### src/rtl/edge_train_gen.sv
// Edge-train transmitter: toggles the line output cmd_edges times, spaced gap+1 clocks apart.
// Optional EDGE_TRAIN_MIN_GAP_EN clamps the gap to at least 2 (spacing >= 3 clocks).
module edge_train_gen #(
  parameter int   CNT_W      = 8,
  parameter int   GAP_W      = 8,
  parameter logic IDLE_LEVEL = 1'b0
) (
  input  logic             clk,
  input  logic             reset,
  input  logic             cmd_valid,
  output logic             cmd_ready,
  input  logic [CNT_W-1:0] cmd_edges,
  input  logic [GAP_W-1:0] cmd_gap,
  input  logic             abort,
  output logic             line,
  output logic             busy,
  output logic             done,
  output logic [CNT_W-1:0] edges_left
);

  typedef enum logic [1:0] {S_IDLE, S_TOGGLE, S_GAP, S_DONE} state_t;

  state_t           state, state_nx;
  logic             line_nx;
  logic [CNT_W-1:0] edges_nx;
  logic [GAP_W-1:0] gap_reg, gap_reg_nx;
  logic [GAP_W-1:0] gap_cnt, gap_cnt_nx;
  logic [GAP_W-1:0] eff_gap;

`ifdef EDGE_TRAIN_MIN_GAP_EN
  assign eff_gap = (cmd_gap < GAP_W'(2)) ? GAP_W'(2) : cmd_gap;
`else
  assign eff_gap = cmd_gap;
`endif

  assign cmd_ready = (state == S_IDLE);
  assign busy      = (state != S_IDLE);
  assign done      = (state == S_DONE);

  always_ff @(posedge clk) begin
    if (reset) begin
      state      <= S_IDLE;
      line       <= IDLE_LEVEL;
      edges_left <= '0;
      gap_reg    <= '0;
      gap_cnt    <= '0;
    end else begin
      state      <= state_nx;
      line       <= line_nx;
      edges_left <= edges_nx;
      gap_reg    <= gap_reg_nx;
      gap_cnt    <= gap_cnt_nx;
    end
  end

  always_comb begin
    state_nx   = state;
    line_nx    = line;
    edges_nx   = edges_left;
    gap_reg_nx = gap_reg;
    gap_cnt_nx = gap_cnt;
    case (state)
      S_IDLE: begin
        if (cmd_valid) begin
          if (cmd_edges == '0) begin
            state_nx = S_DONE;
          end else begin
            edges_nx   = cmd_edges;
            gap_reg_nx = eff_gap;
            state_nx   = S_TOGGLE;
          end
        end
      end
      S_TOGGLE: begin
        // abort wins over a coincident toggle
        if (abort) begin
          edges_nx = '0;
          state_nx = S_DONE;
        end else begin
          line_nx  = ~line;
          edges_nx = edges_left - CNT_W'(1);
          if (edges_left == CNT_W'(1)) begin
            state_nx = S_DONE;
          end else if (gap_reg == '0) begin
            state_nx = S_TOGGLE;
          end else begin
            gap_cnt_nx = gap_reg;
            state_nx   = S_GAP;
          end
        end
      end
      S_GAP: begin
        if (abort) begin
          edges_nx = '0;
          state_nx = S_DONE;
        end else begin
          gap_cnt_nx = gap_cnt - GAP_W'(1);
          if (gap_cnt == GAP_W'(1)) state_nx = S_TOGGLE;
        end
      end
      S_DONE: state_nx = S_IDLE;
      default: state_nx = S_IDLE;
    endcase
  end

endmodule

### config.mk
export PLATFORM = sky130hd
export DESIGN_NAME = edge_train_gen
export DESIGN_NICKNAME = d
export VERILOG_FILES = /design/src/rtl/edge_train_gen.sv
export SDC_FILE = /design/constraint.sdc
export NUM_CORES = 1
export LEC_CHECK = 0
export CAP_MARGIN = 40
export CELL_PAD_IN_SITES_DETAIL_PLACEMENT = 1
export CELL_PAD_IN_SITES_GLOBAL_PLACEMENT = 1
export CORE_ASPECT_RATIO = 1.4
export CORE_MARGIN = 4
export CORE_UTILIZATION = 35
export CTS_BUF_LIST = sky130_fd_sc_hd__clkbuf_4 sky130_fd_sc_hd__clkbuf_8 sky130_fd_sc_hd__clkbuf_16
export DETAILED_ROUTE_END_ITERATION = 7
export GPL_ROUTABILITY_DRIVEN = 0
export PLACE_DENSITY = 0.75
export SYNTH_ARGS = -nofsm -noshare
export SYNTH_HDL_FRONTEND = slang
export SYNTH_SLANG_ARGS = --single-unit
export TNS_END_PERCENT = 50
### constraint.sdc
create_clock -name clk -period 3.9 [get_ports clk]
set_input_delay 0.585 -clock clk [delete_from_list [all_inputs] [get_ports clk]]
set_output_delay 0.585 -clock clk [all_outputs]
set_load 0.05 [all_outputs]
==> flow_metrics.tcl <==
set metrics [dict create \
    status "complete, no violations" \
    num_rows 29 \
    ys_ff_latch 27 \
    clk_pin_slew_ns 0.10 \
    tightest_slew_ns 0.809 \
    synthCells 204 \
    required_ns 3.31 \
    crit_start "state[0]" \
    cts_max_level 1 \
    end_kind "primary output" \
    setup-tns-final_ns 0 \
    r2r-end "edges_left[1]" \
    viasPerCell 5.38 \
    power.total_mw 1.31 \
    firstDrtPassIters 4 \
    core_area_mm2 0.00461 \
    dr_wl_met2_um 2520 \
    ctsResizeCount 0 \
    peakVddDrop_uv 257 \
    ys_seq_area_share_pct 31.9 \
    arrival_ns 2.05 \
    synth_warnings 0 \
    top_layer_used "met4" \
    synth-edff-count 0 \
    crit_type "flip-flop to primary output" \
    place_area_mm2 0.00206 \
    clock_path_buffers 2 \
    synth_cell_types 54 \
    multi_input_area_mm2 0.00105 \
    startpoint_type "flip-flop" \
    worst_r2r_startpoint "state[0]" \
    die_width_um 66.8 \
    nets 260 \
    die_area_mm2 0.00604 \
    rsz0062_at_grt "no" \
    antenna_found_initial 0 \
    finalSetupViolCount 0 \
    crit_fanout 7 \
    portBuffers 31 \
    final-seq-area_um2 541 \
    num_io_pins 32 \
    stdcell_area_mm2 0.00210 \
    max_cap_violations 0 \
    gr-usage-all-layers_pct 16.6 \
    grt_pass1_vias 1604 \
    holdBufCountCts 0 \
    overflow 0 \
    timing.fmax_mhz 379 \
    fillerInstances 567 \
    syn_area_mm2 0.00170 \
    clock_skew_ns 0.00930 \
    max_slew_margin_pct 46.1 \
    synth_area_per_cell_um2 8.31 \
    area_growth_pct 24.1 \
    ys_async_sr_fraction_pct 0 \
    cts_tree "yes" \
    timing.final.crit_share_pct 67.7 \
    numCtsBuffers 3 \
    drive_gt1_share_pct 8.23 \
    leakage_nw 0.788 \
    endpoint "busy" \
    syn_nets 232 \
    ys.flop_type "dfxtp_1" \
    power.density_mw_per_mm2 623 \
    hold_path.class "flip-flop to flip-flop" \
    cts_sinks 27 \
    drc 0 \
    drt-initial-drc-count 63 \
    postRouteAntennaNets 0 \
    cts-root-buf "clkbuf_8" \
    start_util_pct 36.8 \
    m1WireLength_um 1940 \
    dp_hpwl_um 3630 \
    rrSetupSlack_ns 1.61 \
    antenna_cells 0 \
    grt_max_degree 27 \
    die_y_um 90.4 \
    fin_cells 293 \
    grt_pass1_wl_um 7940 \
    drv_slew 0 \
    drt-total-wl_um 4670 \
    wl_per_cell_um 15.9 \
    dr_wl_met3_um 138 \
    utilization_pct 45.7 \
    post-place-cells 289 \
    post_cts_buffers 0 \
    worstRegToRegCells 7 \
    final_hold_viol_count 0 \
    vias 1576 \
    clkLatencyLatePin_ns 0.29 \
    final.min_clock_period_ns 2.64 \
]
Yosys cell counts (all sizes together), types with 2 or more instances:
| master | number | area (um^2) |
|---|---|---|
| dfxtp | 27 | 541 |
| nor2 | 23 | 86.3 |
| a21oi | 17 | 88.8 |
| inv | 16 | 60.1 |
| o21ai | 14 | 70.1 |
| mux2i | 11 | 110 |
| nand2 | 11 | 43.8 |
| ha | 8 | 100 |
| clkbuf | 6 | 23.8 |
| nor4 | 6 | 65.1 |
| nor3 | 5 | 30.0 |
| buf | 4 | 18.8 |
| nor2b | 4 | 25.0 |
| and3 | 3 | 18.8 |
| nand2b | 3 | 18.8 |
| nand3 | 3 | 15.0 |
| nor4b | 3 | 38.8 |
| o31a | 3 | 26.3 |
| o32ai | 3 | 26.3 |
| xnor2 | 3 | 26.3 |
| a211o | 2 | 17.5 |
| a211oi | 2 | 15.0 |
| o21a | 2 | 15.0 |
| o221ai | 2 | 23.8 |
| o22ai | 2 | 12.5 |
| o31ai | 2 | 15.0 |
| or3 | 2 | 12.5 |
worst min path at each step:
stage                    start    endpoint  depth (start not counted)  slack (ns)
floorplan           gap_cnt[1]  gap_cnt[1]                          2        0.44
global placement    gap_cnt[1]  gap_cnt[1]                          2        0.46
detailed placement  gap_cnt[5]  gap_cnt[5]                          2        0.46
CTS                 gap_cnt[5]  gap_cnt[5]                          2        0.48
global route        gap_cnt[5]  gap_cnt[5]                          2        0.50
finish              gap_cnt[5]  gap_cnt[5]                          2        0.47
layout by cell type, fill, tap and decap left out, types with 3 or more instances in the layout:
| cell type | synthesis | routed |
|---|---|---|
| o32ai_1 | 3 | 3 |
| clkbuf_8 | 0 | 3 |
| dfxtp_1 | 27 | 27 |
| nor3_1 | 4 | 4 |
| mux2i_1 | 11 | 11 |
| nand2b_1 | 3 | 3 |
| clkdlybuf4s50_1 | 0 | 31 |
| nand2_1 | 10 | 10 |
| o31a_1 | 3 | 3 |
| inv_1 | 16 | 16 |
| and3_1 | 3 | 3 |
| nor2_1 | 23 | 23 |
| ha_1 | 8 | 8 |
| nor2b_1 | 4 | 4 |
| nand3_1 | 3 | 3 |
| xnor2_1 | 3 | 3 |
| a21oi_1 | 16 | 16 |
| nor4_1 | 3 | 3 |
| o21ai_0 | 12 | 12 |
worst max-delay path, stage by stage, from the launching register on:
cell and delay (ns):
dfxtp_1 0.41, inv_1 0.10, ha_1 0.24, inv_1 0.18
clkdlybuf4s50_1 0.84
where the power goes:
group	internal, mW	leakage [nW]	switching, mW
registers	0.329	0.221	0.0742
logic	0.288	0.546	0.447
clock network	0.0730	0.0217	0.0997
cells by family (layout without fill, tap and decap cells):
group / after synthesis / in the layout / synth area share [%]
xor+xnor: 4 / 4 / 2.07
flops: 27 / 27 / 31.9
compound gates: 57 / 57 / 22.7
simple gates: 71 / 71 / 24.9
mux: 11 / 11 / 6.49
fa+ha+maj: 8 / 8 / 5.90
buf+inv: 26 / 53 / 6.05
through the flow:
step,hold WS (ns),setup slack (ns)
2_1_floorplan,0.441,1.71
4_1_cts,0.477,1.25
3_5_place_dp,0.463,1.31
6_report,0.474,1.26
3_3_place_gp,0.458,1.48
5_1_grt,0.498,1.19
layer usage:
layer | vias up | global-route usage (%)
met5 | - | 0
met1 | 764 | 18.7
met4 | 0 | 5.59
li1 | 782 | -
met2 | 25 | 30.6
met3 | 5 | 1.99
cell type report:
class                           instances  area share [%]
Inverter                               16            2.85
Clock buffer                            3            1.96
Sequential cell                        27            25.7
Timing Repair Buffer                   33            15.5
Multi-Input combinational cell        151            50.0
Clock inverter                          1           0.357
Tap cell                               62            3.69
Note: power is estimated with default switching activity, not from simulation.
